File: config.mk
export PLATFORM = sky130hd
export DESIGN_NAME = multi_dataflow_tile_loop
export DESIGN_NICKNAME = d
export VERILOG_FILES = /design/src/rtl/multi_dataflow_tile_loop_pkg.sv /design/src/rtl/multi_dataflow_tile_loop_offs_acc.sv /design/src/rtl/multi_dataflow_tile_loop.sv
export SDC_FILE = /design/constraint.sdc
export NUM_CORES = 2
export LEC_CHECK = 0
export ABC_CLOCK_PERIOD_IN_PS = 5900
export CORE_AREA = 2 2 292 294
export CTS_CLUSTER_DIAMETER = 100
export CTS_CLUSTER_SIZE = 12
export DETAILED_ROUTE_END_ITERATION = 10
export DIE_AREA = 0 0 294 296
export PLACE_DENSITY = 0.69
export SLEW_MARGIN = 20
export SYNTH_ARGS = -nofsm -noshare
export SYNTH_HDL_FRONTEND = slang
export SYNTH_HIERARCHICAL = 1
export SYNTH_SLANG_ARGS = --single-unit
File: constraint.sdc
create_clock -name clk_i -period 5.9 [get_ports clk_i]
set_input_delay 1.77 -clock clk_i [delete_from_list [all_inputs] [get_ports clk_i]]
set_output_delay 1.77 -clock clk_i [all_outputs]
set_load 0.05 [all_outputs]
File: src/rtl/multi_dataflow_tile_loop_pkg.sv
// Shared types and constants for the multi_dataflow tile-loop offset generator.
// Holds the default stream/width constants, the FSM state encoding and the
// control/flag bundles that the surrounding multi_dataflow blocks exchange.
package multi_dataflow_package;

  localparam int TILE_LOOP_NB_STREAMS = 4;
  localparam int TILE_LOOP_OFFS_W     = 32;
  localparam int TILE_LOOP_CNT_W      = 16;

  typedef enum logic [1:0] {
    TILE_IDLE   = 2'd0,
    TILE_UPDATE = 2'd1,
    TILE_VALID  = 2'd2,
    TILE_DONE   = 2'd3
  } state_tile_loop_t;

  typedef struct packed {
    logic                                            enable;
    logic                                            clear;
    logic [TILE_LOOP_CNT_W-1:0]                      inner_iters;
    logic [TILE_LOOP_CNT_W-1:0]                      outer_iters;
    logic [TILE_LOOP_NB_STREAMS*TILE_LOOP_OFFS_W-1:0] inner_stride;
    logic [TILE_LOOP_NB_STREAMS*TILE_LOOP_OFFS_W-1:0] outer_stride;
  } ctrl_tile_loop_t;

  typedef struct packed {
    logic [TILE_LOOP_NB_STREAMS*TILE_LOOP_OFFS_W-1:0] offs;
    logic                                            valid;
    logic                                            done;
    logic [TILE_LOOP_CNT_W-1:0]                      idx_inner;
    logic [TILE_LOOP_CNT_W-1:0]                      idx_outer;
  } flags_tile_loop_t;

endpackage

File: src/rtl/multi_dataflow_tile_loop_offs_acc.sv
// Per-stream offset accumulator for the tile loop. Keeps the current offset and
// the base of the current outer iteration; an outer step rebases the offset on
// the advanced outer base. All sums wrap silently modulo 2^OFFS_W.
module multi_dataflow_offs_acc
  import multi_dataflow_package::*;
#(
  parameter int OFFS_W = TILE_LOOP_OFFS_W
) (
  input  logic              clk_i,
  input  logic              rst_i,
  input  logic              load_zero_i,
  input  logic              inner_step_i,
  input  logic              outer_step_i,
  input  logic [OFFS_W-1:0] inner_stride_i,
  input  logic [OFFS_W-1:0] outer_stride_i,
  output logic [OFFS_W-1:0] offs_o
);

  logic [OFFS_W-1:0] offs_q;
  logic [OFFS_W-1:0] outer_base_q;
  logic [OFFS_W-1:0] outer_base_next;

  assign outer_base_next = outer_base_q + outer_stride_i;

  // Offset and outer-base registers; outer step takes precedence over inner step
  always_ff @(posedge clk_i) begin
    if (rst_i || load_zero_i) begin
      offs_q       <= '0;
      outer_base_q <= '0;
    end else if (outer_step_i) begin
      outer_base_q <= outer_base_next;
      offs_q       <= outer_base_next;
    end else if (inner_step_i) begin
      offs_q <= offs_q + inner_stride_i;
    end
  end

  assign offs_o = offs_q;

endmodule

File: src/rtl/multi_dataflow_tile_loop.sv
// Tile-loop offset generator feeding the multi_dataflow control FSM.
// Walks an outer x inner loop, one iteration per enable request, and holds
// offsets stable while valid_o is high. Loop counts and strides are shadowed
// at start so input changes mid-run have no effect.
// Optional feature: define MULTI_DATAFLOW_TILE_LOOP_PERF_EN to get a
// saturating count of issued iterations on iter_cnt_o (tied to 0 otherwise).
module multi_dataflow_tile_loop
  import multi_dataflow_package::*;
#(
  parameter int NB_STREAMS = TILE_LOOP_NB_STREAMS,
  parameter int OFFS_W     = TILE_LOOP_OFFS_W,
  parameter int CNT_W      = TILE_LOOP_CNT_W
) (
  input  logic                         clk_i,
  input  logic                         rst_i,
  input  logic                         clear_i,
  input  logic                         enable_i,
  input  logic [CNT_W-1:0]             inner_iters_i,
  input  logic [CNT_W-1:0]             outer_iters_i,
  input  logic [NB_STREAMS*OFFS_W-1:0] inner_stride_i,
  input  logic [NB_STREAMS*OFFS_W-1:0] outer_stride_i,
  output logic [NB_STREAMS*OFFS_W-1:0] offs_o,
  output logic                         valid_o,
  output logic                         done_o,
  output logic [CNT_W-1:0]             idx_inner_o,
  output logic [CNT_W-1:0]             idx_outer_o,
  output logic [31:0]                  iter_cnt_o
);

  localparam logic [1:0] ST_IDLE   = TILE_IDLE;
  localparam logic [1:0] ST_UPDATE = TILE_UPDATE;
  localparam logic [1:0] ST_VALID  = TILE_VALID;
  localparam logic [1:0] ST_DONE   = TILE_DONE;

  logic [1:0]                  state_q;
  logic                        first_q;
  logic                        valid_q;
  logic                        done_q;
  logic [CNT_W-1:0]            inner_iters_q;
  logic [CNT_W-1:0]            outer_iters_q;
  logic [NB_STREAMS*OFFS_W-1:0] inner_stride_q;
  logic [NB_STREAMS*OFFS_W-1:0] outer_stride_q;
  logic [CNT_W-1:0]            idx_inner_q;
  logic [CNT_W-1:0]            idx_outer_q;

  logic             clr;
  logic [CNT_W-1:0] inner_last;
  logic [CNT_W-1:0] outer_last;
  logic             inner_more;
  logic             at_last;
  logic             zero_count;
  logic             enter_update;
  logic             acc_load_zero;
  logic             acc_inner_step;
  logic             acc_outer_step;

  assign clr        = rst_i | clear_i;
  assign inner_last = inner_iters_q - 1'b1;
  assign outer_last = outer_iters_q - 1'b1;
  assign inner_more = idx_inner_q < inner_last;
  assign at_last    = (idx_inner_q == inner_last) && (idx_outer_q == outer_last);
  assign zero_count = (inner_iters_i == '0) || (outer_iters_i == '0);

  // Requests that start a new iteration, shared by FSM and perf counter
  always_comb begin
    enter_update = 1'b0;
    if (enable_i) begin
      if (state_q == ST_IDLE)
        enter_update = !zero_count;
      else if (state_q == ST_VALID)
        enter_update = !at_last;
    end
  end

  assign acc_load_zero  = (state_q == ST_UPDATE) && first_q;
  assign acc_inner_step = (state_q == ST_UPDATE) && !first_q && inner_more;
  assign acc_outer_step = (state_q == ST_UPDATE) && !first_q && !inner_more;

  // Loop FSM with shadowed configuration, indices and registered flags
  always_ff @(posedge clk_i) begin
    if (clr) begin
      state_q        <= ST_IDLE;
      first_q        <= 1'b0;
      valid_q        <= 1'b0;
      done_q         <= 1'b0;
      inner_iters_q  <= '0;
      outer_iters_q  <= '0;
      inner_stride_q <= '0;
      outer_stride_q <= '0;
      idx_inner_q    <= '0;
      idx_outer_q    <= '0;
    end else begin
      case (state_q)
        ST_IDLE: begin
          if (enable_i) begin
            inner_iters_q  <= inner_iters_i;
            outer_iters_q  <= outer_iters_i;
            inner_stride_q <= inner_stride_i;
            outer_stride_q <= outer_stride_i;
            if (zero_count) begin
              state_q <= ST_DONE;
              valid_q <= 1'b1;
              done_q  <= 1'b1;
            end else begin
              state_q <= ST_UPDATE;
              first_q <= 1'b1;
            end
          end
        end
        ST_UPDATE: begin
          first_q <= 1'b0;
          valid_q <= 1'b1;
          state_q <= ST_VALID;
          if (first_q) begin
            idx_inner_q <= '0;
            idx_outer_q <= '0;
          end else if (inner_more) begin
            idx_inner_q <= idx_inner_q + 1'b1;
          end else begin
            idx_inner_q <= '0;
            idx_outer_q <= idx_outer_q + 1'b1;
          end
        end
        ST_VALID: begin
          if (enable_i) begin
            if (at_last) begin
              state_q <= ST_DONE;
              done_q  <= 1'b1;
            end else begin
              state_q <= ST_UPDATE;
              valid_q <= 1'b0;
            end
          end
        end
        default: begin
          state_q <= ST_DONE;
        end
      endcase
    end
  end

  for (genvar s = 0; s < NB_STREAMS; s++) begin : g_stream
    multi_dataflow_offs_acc #(
      .OFFS_W(OFFS_W)
    ) u_offs_acc (
      .clk_i          (clk_i),
      .rst_i          (clr),
      .load_zero_i    (acc_load_zero),
      .inner_step_i   (acc_inner_step),
      .outer_step_i   (acc_outer_step),
      .inner_stride_i (inner_stride_q[s*OFFS_W +: OFFS_W]),
      .outer_stride_i (outer_stride_q[s*OFFS_W +: OFFS_W]),
      .offs_o         (offs_o[s*OFFS_W +: OFFS_W])
    );
  end

`ifdef MULTI_DATAFLOW_TILE_LOOP_PERF_EN
  logic [31:0] iter_cnt_q;

  // Saturating count of iterations started
  always_ff @(posedge clk_i) begin
    if (clr)
      iter_cnt_q <= '0;
    else if (enter_update && (iter_cnt_q != '1))
      iter_cnt_q <= iter_cnt_q + 1'b1;
  end

  assign iter_cnt_o = iter_cnt_q;
`else
  assign iter_cnt_o = '0;
`endif

  assign valid_o     = valid_q;
  assign done_o      = done_q;
  assign idx_inner_o = idx_inner_q;
  assign idx_outer_o = idx_outer_q;

endmodule

* Word-level counts from Yosys, hierarchy flattened *
Index checks and enable logic that the tools add are counted.

operators by class
  add/sub/neg operators = 12
  magnitude comparators = 1
  eq/ne operators = 11
  muxes and demuxes = 28
  bitwise gates (word level) = 1
  reduce and logical (&&, ||, !) cells = 22

operators by type and width
  operator                                             number
  adder 32 bit                                         8
  2-to-1 mux 32 bit                                    8
  2-to-1 mux 16 bit                                    4
  adder 16 x 1 -> 16 bit, second input constant        2
  equality test 16 bit                                 2
  logical NOT 16 bit                                   2
  subtractor 16 x 1 -> 16 bit, second input constant   2
  < comparator 16 bit                                  1
  inequality test 2 bit, second input constant         7
  AND reduction 5 bit                                  2
  2-to-1 mux 1 bit                                     8
  2-to-1 mux 2 bit                                     4
  one-hot mux 2 bit (3 select lines)                   1
  AND reduction 2 bit                                  3
  nonzero test 2 bit                                   3
  logical AND 1 bit                                    5
  one-hot mux 1 bit (2 select lines)                   2
  one-hot mux 1 bit (3 select lines)                   1
  AND reduction 3 bit                                  1
  nonzero test 3 bit                                   1
  equality test 2 x 1 -> 1 bit, second input constant  1
  equality test 2 bit, second input constant           1
  logical NOT 1 bit                                    2
  logical NOT 2 bit                                    1
  other kinds (2)                                      3

storage, ports and cells
  bits in registers = 581
  input bits = 292
  output and inout port bits = 194
  logic and storage cells = 93

* Longest topological paths before layout *
  depth after elaboration = 6
  mapped depth = 18
  gate-level depth less buffers = 18

* Modules after synthesis *
The synthesis kept the hierarchy.

modules (own cells, without submodules)
  module                                                 instances  cells an instance  area an instance (µm²)  sequential area each (µm²)
  multi_dataflow_tile_loop                               1          1,670              13,003.7                6,506.2
  multi_dataflow_offs_acc at g_stream[2].u_offs_acc ...  2          705                5,761.8                 1,281.2
  multi_dataflow_offs_acc at g_stream[0].u_offs_acc ...  2          740                5,675.4                 1,281.2

* Worst setup path before layout *
OpenSTA, ideal clock, no wires.

  kind = flip-flop to flip-flop
  from = register inner_iters_q[6]
  to = register g_stream[2].u_offs_acc.offs_q[1]
  arrival = 4.133 ns
  required time = 5.772 ns
  path slack = 1.640 ns
  cell stages (with the launch flop) = 17
  path buffers = 2
  clock period less this slack = 4.260 ns
  cell sequence = dfxtp_1 -> or4_1 -> or3_1 -> nor3_1 -> xnor2_1 -> ha_1 -> a21o_1 -> a21o_1 -> a21oi_1 -> nand2_1 -> nor3_1 -> clkbuf_1 -> buf_1 -> mux2i_1 -> nor2_1 -> a21oi_1 -> nor2_1

between the ends
  elaborated cells between the ends (all ways) = 7

RTL lines
  item                          line                                     source
  start, declared               multi_dataflow_tile_loop.sv:39           logic [CNT_W-1:0] inner_iters_q;
  start signal, assigned        multi_dataflow_tile_loop.sv:96           inner_iters_q <= inner_iters_i;
  subtractor 16 x 1 -> 16 bit   multi_dataflow_tile_loop.sv:58           assign inner_last = inner_iters_q - 1'b1;
  < comparator 16 bit           multi_dataflow_tile_loop.sv:60           assign inner_more = idx_inner_q < inner_last;
  logical AND 1 bit             multi_dataflow_tile_loop.sv:76           assign acc_inner_step = (state_q == ST_UPDATE) && !first_q && inner_more;
  via acc_inner_step            multi_dataflow_tile_loop.sv:54           logic acc_inner_step;
  nonzero test 2 bit (no line)  -
  end signal, assigned          multi_dataflow_tile_loop_offs_acc.sv:32  offs_q <= outer_base_next;
  end signal, assigned          multi_dataflow_tile_loop_offs_acc.sv:34  offs_q <= offs_q + inner_stride_i;
  end, declared                 multi_dataflow_tile_loop_offs_acc.sv:19  logic [OFFS_W-1:0] offs_q;

The timed path passes the listed nets, and every way through them passes these cells.
A chain may end at the register's enable or synchronous reset.

* Worst setup path in the final report *
  from = register inner_iters_q[6]
  to = register g_stream[2].u_offs_acc.offs_q[26]

between the ends
  word-level cells in the longest chain between the ends = 5
  elaborated cells between the ends (all ways) = 7

ends and longest elaborated chain
  item                                                            line                            source
  subtractor 16 x 1 -> 16 bit (*)                                 multi_dataflow_tile_loop.sv:58
  < comparator 16 bit (*)                                         multi_dataflow_tile_loop.sv:60
  logical NOT 1 bit (*)                                           multi_dataflow_tile_loop.sv:77  assign acc_outer_step = (state_q == ST_UPDATE) && !first_q && !inner_more;
  logical AND 1 bit (*)                                           multi_dataflow_tile_loop.sv:77
  via acc_outer_step                                              multi_dataflow_tile_loop.sv:55  logic acc_outer_step;
  2-to-1 mux 32 bit / nonzero test 2 bit (equally long branches)  -

Mark *: on every way through the listed nets, which the timed path passes. The rest lies on a longest branch.

==> results by group <==
Timing
  • Setup TNS: 0 ps
  • Final Hold Viols: 0
  • Final Setup Violations: 0
  • Slew Limit Fails: 0
  • Clock skew: 37.1 ps
  • Max_slew headroom: 0.293
  • Final period util: 0.818
  • Least-Margin Pin Slew: 1060 ps
  • Fmax: 0.207 GHz
  • Min cycle time layout: 4820 ps
  • RSZ-0062 raised after global routing: false

Global route
  • Initial antenna violation count: 6
  • Overflow after GRT: 0
  • Largest net degree at the start of global routing: 169
  • First-pass GRT wire length: 170000 µm
  • GRT Overall Usage: 0.242
  • Vias in the first global route: 30900

Critical path
  • Setup crit start kind: flip-flop
  • R2R Setup Slk: 1080 ps
  • Reg2Reg Capture Point: g_stream[2].u_offs_acc/offs_o[26]$_SDFFE_PP0P_
  • Critical Path RT: 6430 ps
  • FF-to-FF path depth: 14
  • CP Max Fanout: 30
  • Worst setup EP type: flip-flop
  • Crit Path Class: reg2reg
  • Critical path data arrival time: 5350 ps
  • Crit Reg-Reg Startpoint: inner_iters_q[6]$_SDFFE_PP0P_

Synthesis
  • Dominant synthesized flop cell: dfxtp_1
  • Number of flops mapped to enable cells by yosys: 0
  • Post-synth ARST share: 0
  • Sequential fraction of the synthesis area: 0.324
  • Netlist cell types: 103
  • Syn_area_per_cell: 7.87 µm²
  • Yosys warns: 6
  • Mapped Cells: 4560
  • Mapped Area: 35900 µm²
  • Synthesized flop and latch total: 581

Clock tree
  • H-tree depth: 2
  • CTS Sinks: 581
  • Reg clk slew, reported paths: 60 ps
  • TritonCTS clock tree: yes
  • Clk_lat worst skew: 640 ps
  • Post-cts repair resize count: 0
  • CTS Buf Count: 55
  • Hold buffers post-CTS: 0
  • Root buf cell: clkbuf_16
  • Clk buf depth: 3
  • Post-CTS setup buffer count: 0

Power and ir drop
  • Design Power: 8.34 mW
  • Switching Share: 0.266
  • Logic gate share of total power: 0.119
  • Clk pwr share: 0.394
  • Peak VDD IR: 0.224 mV
  • Pwr dens: 197 nW/µm²
  • Switching power: 2.21 mW
  • Register share of total power: 0.487
  • Leakage: 17.2 nW
  • Int Power: 6.12 mW

Floorplanning
  • Die H: 296 µm
  • Die width: 294 µm
  • Row Count: 107
  • Starting Density: 0.426
  • # IOs: 486
  • Area of the core: 84200 µm²
  • Die area: 87000 µm²

Min path
  • Hold path cells: 2
  • Worst Hold Path EP: g_stream[2].u_offs_acc/outer_base_q[23]$_SDFFE_PP0P_
  • Min-delay src: g_stream[2].u_offs_acc/outer_base_q[23]$_SDFFE_PP0P_
  • Min-Delay Path Class: reg2reg

Routing
  • First drt pass iteration count: 6
  • Top Layer Used: met5
  • WL/cell: 18.5 µm
  • Antenna-violating nets left: 0
  • Final wirelength: 110000 µm
  • Routed vias: 33100
  • DR vias/cell: 5.56
  • Drt first-iter violations: 2121
  • M1 WL: 50600 µm
  • Met2 routed WL: 50600 µm
  • DR WL met3: 5920 µm
  • DRC: 0

Placement
  • Hpwl dp: 83900 µm
  • Final Wtd Congestion: 0.956
  • Port bufs: 453

Cells and area
  • Nets: 5408
  • Layout cell share with drive strength beyond 1: 0.0407
  • Area grow syn2layout: 17.9%
  • Core Util, Final: 0.502
  • Most frequent cells in the layout: nand2_1 (939), a21oi_1 (645), dfxtp_1 (581), clkdlybuf4s50_1 (453), ha_1 (268)
  • Commonest non-fill, non-tap cell in the layout: nand2_1

Outcome
  • Status: finished clean

Flow run
  • # Max-Cap Violations: 0
routing by layer:
| layer | vias up | GRT usage |
|---|---|---|
| li1 | 16600 | - |
| met1 | 15400 | 0.331 |
| met2 | 857 | 0.400 |
| met3 | 153 | 0.0322 |
| met4 | 6 | 0.0658 |
| met5 | - | 0 |
registers in the layout, indices dropped and copies added (netlist names):
name                              flops
done_o                                1
first_q                               1
g_stream.u_offs_acc/offs_o          128
g_stream.u_offs_acc/outer_base_q    128
idx_inner_o                          16
idx_outer_o                          16
inner_iters_q                        16
inner_stride_q                      128
outer_iters_q                        16
outer_stride_q                      128
state_q                               2
valid_o                               1
how the worst max path moves through the flow:
stage,startpoint,endpoint,slack (ps),depth (start not counted)
after global routing,inner_iters_q[2]$_SDFFE_PP0P_,g_stream[2].u_offs_acc/offs_o[23]$_SDFFE_PP0P_,650,15
after floorplan,inner_iters_q[6]$_SDFFE_PP0P_,g_stream[2].u_offs_acc/offs_o[1]$_SDFFE_PP0P_,1640,16
after detailed placement,inner_iters_q[6]$_SDFFE_PP0P_,g_stream[2].u_offs_acc/offs_o[26]$_SDFFE_PP0P_,1120,14
after global placement,inner_iters_q[6]$_SDFFE_PP0P_,g_stream[2].u_offs_acc/offs_o[18]$_SDFFE_PP0P_,1240,14
final,inner_iters_q[6]$_SDFFE_PP0P_,g_stream[2].u_offs_acc/offs_o[26]$_SDFFE_PP0P_,1080,14
after CTS,inner_iters_q[6]$_SDFFE_PP0P_,g_stream[2].u_offs_acc/offs_o[26]$_SDFFE_PP0P_,1100,14
synth_stat cells, types with 9 or more instances:
library cell  number  area [µm²]
a211o_1           11        96.3
a211oi_1          62         465
a21o_1           142        1070
a21oi_1          645        3230
a22o_1            19         166
a31o_2            14         123
a31oi_1           27         169
and3_1            25         156
and4_1            13         114
buf_1             23        86.3
buf_4             34         255
clkbuf_1         206         773
dfxtp_1          581       11600
ha_1             268        3350
inv_1             77         289
mux2_2            11         124
mux2i_1           85         851
nand2_1          940        3530
nand2b_1          24         150
nand3_1           80         400
nand4_1           62         388
nor2_1           253         950
nor2b_1           28         175
nor3_1            42         210
nor4_1            24         150
o211ai_1          43         323
o21a_1            50         375
o21ai_0          198         991
o21bai_1          32         240
o31ai_1           14         105
or3_1             22         138
or4_1              9        67.6
xnor2_1          175        1530
xor2_1            91         797
layout make-up:
| type | count | area (µm²) |
|---|---|---|
| Tap cell | 1090 | 1360 |
| Clock buffer | 57 | 1400 |
| Sequential cell | 581 | 11600 |
| Antenna cell | 5 | 12.5 |
| Multi-Input combinational cell | 3640 | 22600 |
| Fill cell | 8217 | 41900 |
| Clock inverter | 6 | 92.6 |
| Inverter | 78 | 300 |
| Timing Repair Buffer | 484 | 4850 |
power groups by stage:
stage	logic, mW	clock network [mW]	registers, mW
after global routing	1.09	3.53	4.06
final	0.993	3.29	4.06
after global placement	0.983	0	4.14
after detailed placement	0.990	0	4.14
after floorplan	0.612	0	4.14
after CTS	0.996	3.38	4.06
kinds of logic (layout without fill, tap and decap cells):
kind of cell	count (synthesis)	in the layout	synth area share
mux	96	96	0.0272
flops	581	581	0.324
xor+xnor	270	270	0.0667
buf+inv	370	625	0.0488
compound gates	1389	1389	0.243
simple gates	1577	1577	0.192
other cells	1	37	0.000105
fa+ha+maj	276	276	0.0979
critical path: stages (launching register included):
cell,delay (ps)
dfxtp_1,360
or4_1,570
or3_1,380
xor2_1,170
ha_1,300
nand4_1,160
a211o_1,310
a31o_2,340
nand2_1,170
and3_4,500
inv_1,80
buf_4,240
nor2_1,840
nand2_1,170
o21ai_0,130
through the flow:
stage	hold slack (ps)	cells	setup slack (ps)	area, µm²
5_1_grt	469	5940	649	42300
3_3_place_gp	435	5873	1240	40800
6_report	456	5941	1080	42300
4_1_cts	453	5936	1100	42300
2_1_floorplan	426	4591	1640	36000
3_5_place_dp	440	5873	1120	40800
Power figures use the tool's default switching activity.
